<file path="src/rtl/counter_pkg.sv">
// Shared direction type and width limit for the up/down counter block.
package counter_pkg;
   typedef enum logic {DIR_DOWN = 1'b0, DIR_UP = 1'b1} dir_e;
   localparam int MIN_WIDTH = 2;
endpackage

</file>
<file path="src/rtl/updown_counter_core.sv">
// Counting core: load/enable priority, wrap or saturate at the range ends, tc generation.
module updown_counter_core
   import counter_pkg::*;
#(
   parameter int               WIDTH   = 4,
   parameter logic [WIDTH-1:0] RST_VAL = '0
) (
   input  logic             clk_i,
   input  logic             rst_i,
   input  logic             en_i,
   input  dir_e             dir_i,
   input  logic             load_i,
   input  logic [WIDTH-1:0] load_val_i,
   input  logic             sat_i,
   output logic [WIDTH-1:0] count_o,
   output logic             tc_o
);
   localparam logic [WIDTH-1:0] ALL_ONES = {WIDTH{1'b1}};

   logic [WIDTH-1:0] r_count;
   logic             r_tc;
   logic [WIDTH-1:0] w_count_nxt;
   logic             w_tc_nxt;
   logic             w_at_bound;

   // A step is blocked or wraps only when it would leave the range in its own direction.
   always_comb begin
      w_at_bound  = (dir_i == DIR_UP) ? (r_count == ALL_ONES) : (r_count == '0);
      w_count_nxt = r_count;
      w_tc_nxt    = 1'b0;
      if (load_i) begin
         w_count_nxt = load_val_i;
      end else if (en_i) begin
         if (w_at_bound) begin
            w_tc_nxt = 1'b1;
            if (!sat_i)
               w_count_nxt = (dir_i == DIR_UP) ? '0 : ALL_ONES;
         end else begin
            w_count_nxt = (dir_i == DIR_UP) ? r_count + 1'b1 : r_count - 1'b1;
         end
      end
   end

   always_ff @(posedge clk_i) begin
      if (rst_i) begin
         r_count <= RST_VAL;
         r_tc    <= 1'b0;
      end else begin
         r_count <= w_count_nxt;
         r_tc    <= w_tc_nxt;
      end
   end

   assign count_o = r_count;
   assign tc_o    = r_tc;
endmodule

</file>
<file path="src/rtl/updown_counter_reg.sv">
// Up/down counter with registered inputs and outputs around updown_counter_core.
// Define COUNTER_SAT_EN to build the sat_i register and enable saturating mode.
module updown_counter_reg
   import counter_pkg::*;
#(
   parameter int               WIDTH   = 4,
   parameter logic [WIDTH-1:0] RST_VAL = '0
) (
   input  logic             clk_i,
   input  logic             rst_i,
   input  logic             en_i,
   input  logic             sel_i,
   input  logic             load_i,
   input  logic [WIDTH-1:0] load_val_i,
   input  logic             sat_i,
   output logic [WIDTH-1:0] count_o,
   output logic             tc_o
);
   generate
      if (WIDTH < MIN_WIDTH) begin : g_width_chk
         $error("updown_counter_reg: WIDTH must be at least %0d", MIN_WIDTH);
      end
   endgenerate

   logic             r_en;
   logic             r_sel;
   logic             r_load;
   logic [WIDTH-1:0] r_load_val;
   logic             w_sat;
   dir_e             w_dir;
   logic [WIDTH-1:0] w_core_count;
   logic             w_core_tc;
   logic [WIDTH-1:0] r_count_out;
   logic             r_tc_out;

   // Input stage
   always_ff @(posedge clk_i) begin
      if (rst_i) begin
         r_en       <= 1'b0;
         r_sel      <= 1'b0;
         r_load     <= 1'b0;
         r_load_val <= '0;
      end else begin
         r_en       <= en_i;
         r_sel      <= sel_i;
         r_load     <= load_i;
         r_load_val <= load_val_i;
      end
   end

`ifdef COUNTER_SAT_EN
   logic r_sat;
   always_ff @(posedge clk_i) begin
      if (rst_i) r_sat <= 1'b0;
      else       r_sat <= sat_i;
   end
   assign w_sat = r_sat;
`else
   logic w_sat_unused;
   assign w_sat_unused = sat_i;
   assign w_sat        = 1'b0;
`endif

   assign w_dir = dir_e'(r_sel);

   // Core stage
   updown_counter_core #(
      .WIDTH   (WIDTH),
      .RST_VAL (RST_VAL)
   ) u_core (
      .clk_i      (clk_i),
      .rst_i      (rst_i),
      .en_i       (r_en),
      .dir_i      (w_dir),
      .load_i     (r_load),
      .load_val_i (r_load_val),
      .sat_i      (w_sat),
      .count_o    (w_core_count),
      .tc_o       (w_core_tc)
   );

   // Output stage
   always_ff @(posedge clk_i) begin
      if (rst_i) begin
         r_count_out <= RST_VAL;
         r_tc_out    <= 1'b0;
      end else begin
         r_count_out <= w_core_count;
         r_tc_out    <= w_core_tc;
      end
   end

   assign count_o = r_count_out;
   assign tc_o    = r_tc_out;
endmodule

</file>
<file path="config.mk">
export PLATFORM = sky130hd
export DESIGN_NAME = updown_counter_reg
export DESIGN_NICKNAME = d
export VERILOG_FILES = /design/src/rtl/counter_pkg.sv /design/src/rtl/updown_counter_core.sv /design/src/rtl/updown_counter_reg.sv
export SDC_FILE = /design/constraint.sdc
export NUM_CORES = 1
export LEC_CHECK = 0
export ABC_AREA = 1
export ABC_CLOCK_PERIOD_IN_PS = 2200
export BUFFER_PORTS_ARGS = -buffer_cell sky130_fd_sc_hd__buf_2
export CAP_MARGIN = 20
export CORE_ASPECT_RATIO = 0.75
export CORE_MARGIN = 3
export CORE_UTILIZATION = 30
export CTS_CLUSTER_SIZE = 20
export DETAILED_ROUTE_END_ITERATION = 10
export PLACE_DENSITY_LB_ADDON = 0.3
export SKIP_LAST_GASP = 1
export SLEW_MARGIN = 15
export SYNTH_ARGS = -nofsm -noshare
export SYNTH_HDL_FRONTEND = slang
export SYNTH_HIERARCHICAL = 1
export SYNTH_SLANG_ARGS = --single-unit
</file>
<file path="constraint.sdc">
create_clock -name clk_i -period 2.2 [get_ports clk_i]
set_input_delay 0.55 -clock clk_i [delete_from_list [all_inputs] [get_ports clk_i]]
set_output_delay 0.55 -clock clk_i [all_outputs]
set_load 0.03 [all_outputs]
</file>
==> results.json <==
{
  "synth_area_um2": 808,
  "yosysTopAreaCellShare": 0.421,
  "ant_nets": 0,
  "synthCells": 119,
  "io_buffers": 13,
  "drt_pass1_iterations": 4,
  "whs_ns": 0.404,
  "track_usage": 0.0936,
  "synth_warnings": 6,
  "fmax_ghz": 0.674,
  "crit_buf_inv": 1,
  "ys_seq_area_frac": 0.421,
  "ios": 15,
  "reg2regPathDepth": 9,
  "dieArea_mm2": 0.00336,
  "cellPowerDensity_mw_per_mm2": 710,
  "finalCritPeriodShare": 0.674,
  "hp-start": "u_core/tc_o",
  "post_cts_resized": 0,
  "rsz0062_at_grt": "false",
  "area_growth_syn_to_layout_pct": 15.6,
  "hold_end": "tc_o",
  "cts_tree": "yes",
  "synth_area_per_cell_um2": 6.79,
  "synth.distinct_cells": 17,
  "fp-row-count": 15,
  "insertion_delay_ns": 0.28,
  "synth.area.top_cells": "dfxtp_1 (42%), nor2_1 (15%), inv_1 (11%)",
  "vias": 676,
  "wl_um": 1370,
  "holdPathStages": 2,
  "grt_pass1_wl_um": 2300,
  "maxCapViolations": 0,
  "numCtsBuffers": 3,
  "yosys.area.top_type": "dfxtp_1",
  "antenna_cells": 0,
  "ctsHoldBuffers": 0,
  "finalSetupViolCount": 0,
  "arrival_ns": 1.71,
  "synth_seq_cells": 17,
  "worst_setup_path_end_kind": "flip-flop",
  "clkSlewWorstSetupHoldPaths_ns": 0.09,
  "max_stage_delay_ns": 0.37,
  "gp_congestion": 0.749,
  "hpwl_um": 1090,
  "drv_slew": 0,
  "regToRegSetupSlack_ns": 0.72,
  "hold_viol_final": 0,
  "cts.sinks": 17,
  "fp.dieW_um": 65.9,
  "overflow": 0,
  "finalClockSkew_ns": 0.00136,
  "crit_fanout": 6,
  "cts.path.max_buffers": 2,
  "fin_util": 0.386,
  "required_ns": 2.43,
  "crit_family": "simple AND/OR/NAND/NOR gates",
  "grt_max_degree": 15,
  "post_cts_buffers": 0,
  "tns_ns": 0,
  "r2r_start": "r_sel",
  "final_nets": 150,
  "p_leak_nw": 0.512,
  "worstPathCellList": "inv_2 > ha_1 > a21oi_1 > nand2_1 > nand2_1 > nand2_1 > nor2_1 > nor2_1 > nor2_1",
  "path_class": "flip-flop to flip-flop",
  "routedWlPerCell_um": 8.08,
  "drive_gt1_frac": 0.184,
  "initial_core_util": 0.334,
  "grt_antenna_before_repair": 0,
  "root_buffer": "clkbuf_4",
  "grt_pass1_vias": 578,
  "ir_drop_mv": 0.265,
  "status": "finished, final reports clean",
  "initialDrtViolationCount": 28,
  "fp.dieH_um": 51.0,
  "ctsHtreeMaxLevel": 1,
  "hold_class": "flip-flop to flip-flop",
  "start_kind": "flip-flop",
  "viasPerCell": 3.98,
  "remaining_drc_errors": 0,
  "coreArea_mm2": 0.00242,
  "r2r-end": "u_core/count_o[3]",
  "min_period_ns": 1.48,
  "critPathSlowestCell": "dfxtp_1"
}
-- state kept, by name, indices dropped and copies added (netlist names) --
name / count
r_load_val: 4
count_o: 4
u_core/tc_o: 1
r_load: 1
tc_o: 1
r_sel: 1
u_core/count_o: 4
r_en: 1
-- cell usage after synthesis --
master,number
nand2_4,2
conb_1,1
nand3_2,1
nand2_2,1
nand2_1,22
inv_1,23
inv_2,2
fa_1,1
nand3_1,6
a21oi_1,3
buf_6,1
nor2_1,33
nor2_2,2
o21ai_0,1
or2_2,1
ha_1,2
dfxtp_1,17
-- worst reg2reg max path, delay by kind of cell (launching register included) --
kind | cells | cell delay, ns
DFF | 1 | 0.37
AOI/OAI and AO/OA | 1 | 0.20
and+or+nand+nor | 6 | 0.43
adders and majority gates | 1 | 0.33
buffers and inverters | 1 | 0.09
-- layer usage --
| layer | global-route usage | up-vias | part of all wire |
|---|---|---|---|
| li1 | - | 379 | - |
| met1 | 0.111 | 281 | 0.48 |
| met2 | 0.148 | 14 | 0.44 |
| met3 | 0.0198 | 2 | 0.064 |
| met4 | 0.0709 | 0 | 0.012 |
| met5 | 0 | - | 0 |
-- layout make-up --
type	instances	area [um2]
repair buffers	13	65.1
clock buffers	4	26.3
fillers	259	1490
inverters	25	93.8
well taps	34	42.5
flip-flops and latches	17	340
multi-input cells	77	367
-- cells by family (layout without fill, tap and decap cells) --
logic type	Yosys count	in the layout	synth area share
AO/OA/AOI/OAI	4	4	0.0248
adder cells (fa/ha/maj)	3	3	0.0557
buffers and inverters	26	42	0.130
flip-flops	17	17	0.421
other	1	2	0.00464
AND/OR/NAND/NOR	68	68	0.364
-- where the power goes --
part | internal, mW | total (mW) | leakage (nW) | switching, mW
registers | 0.329 | 0.349 | 0.141 | 0.0202
logic | 0.0580 | 0.155 | 0.356 | 0.0974
clock network | 0.0703 | 0.159 | 0.0150 | 0.0885
total | 0.457 | 0.664 | 0.512 | 0.206
-- how the worst max path moves through the flow --
stage / to / start / cells past startpoint / slack [ns]
after floorplan: u_core/count_o[2] / u_core/count_o[0] / 9 / 0.86
after global placement: u_core/count_o[2] / u_core/count_o[0] / 9 / 0.73
after detailed placement: u_core/count_o[2] / u_core/count_o[0] / 9 / 0.73
after CTS: u_core/count_o[2] / u_core/count_o[0] / 9 / 0.71
after global routing: u_core/count_o[3] / r_sel / 9 / 0.59
final: u_core/count_o[3] / r_sel / 9 / 0.72
-- per-stage QoR --
| step | cells | instance area, um2 | setup WS (ns) | total power, mW |
|---|---|---|---|---|
| 6_report | 170 | 935 | 0.716 | 0.664 |
| 5_1_grt | 170 | 935 | 0.585 | 0.713 |
| 4_1_cts | 170 | 935 | 0.712 | 0.672 |
| 3_5_place_dp | 166 | 908 | 0.726 | 0.512 |
| 3_3_place_gp | 166 | 908 | 0.730 | 0.507 |
| 2_1_floorplan | 120 | 812 | 0.859 | 0.475 |
-- layout by cell type, fill, tap and decap left out, drive strengths merged --
| master | netlist | layout |
|---|---|---|
| clkbuf | 0 | 4 |
| ha | 2 | 2 |
| inv | 25 | 25 |
| fa | 1 | 1 |
| or2 | 1 | 1 |
| nand2 | 25 | 25 |
| nand3 | 7 | 7 |
| conb | 1 | 2 |
| nor2 | 35 | 35 |
| dfxtp | 17 | 17 |
| a21oi | 3 | 3 |
| buf | 1 | 13 |
| o21ai | 1 | 1 |
No activity file was read; power rests on OpenSTA's default activity.
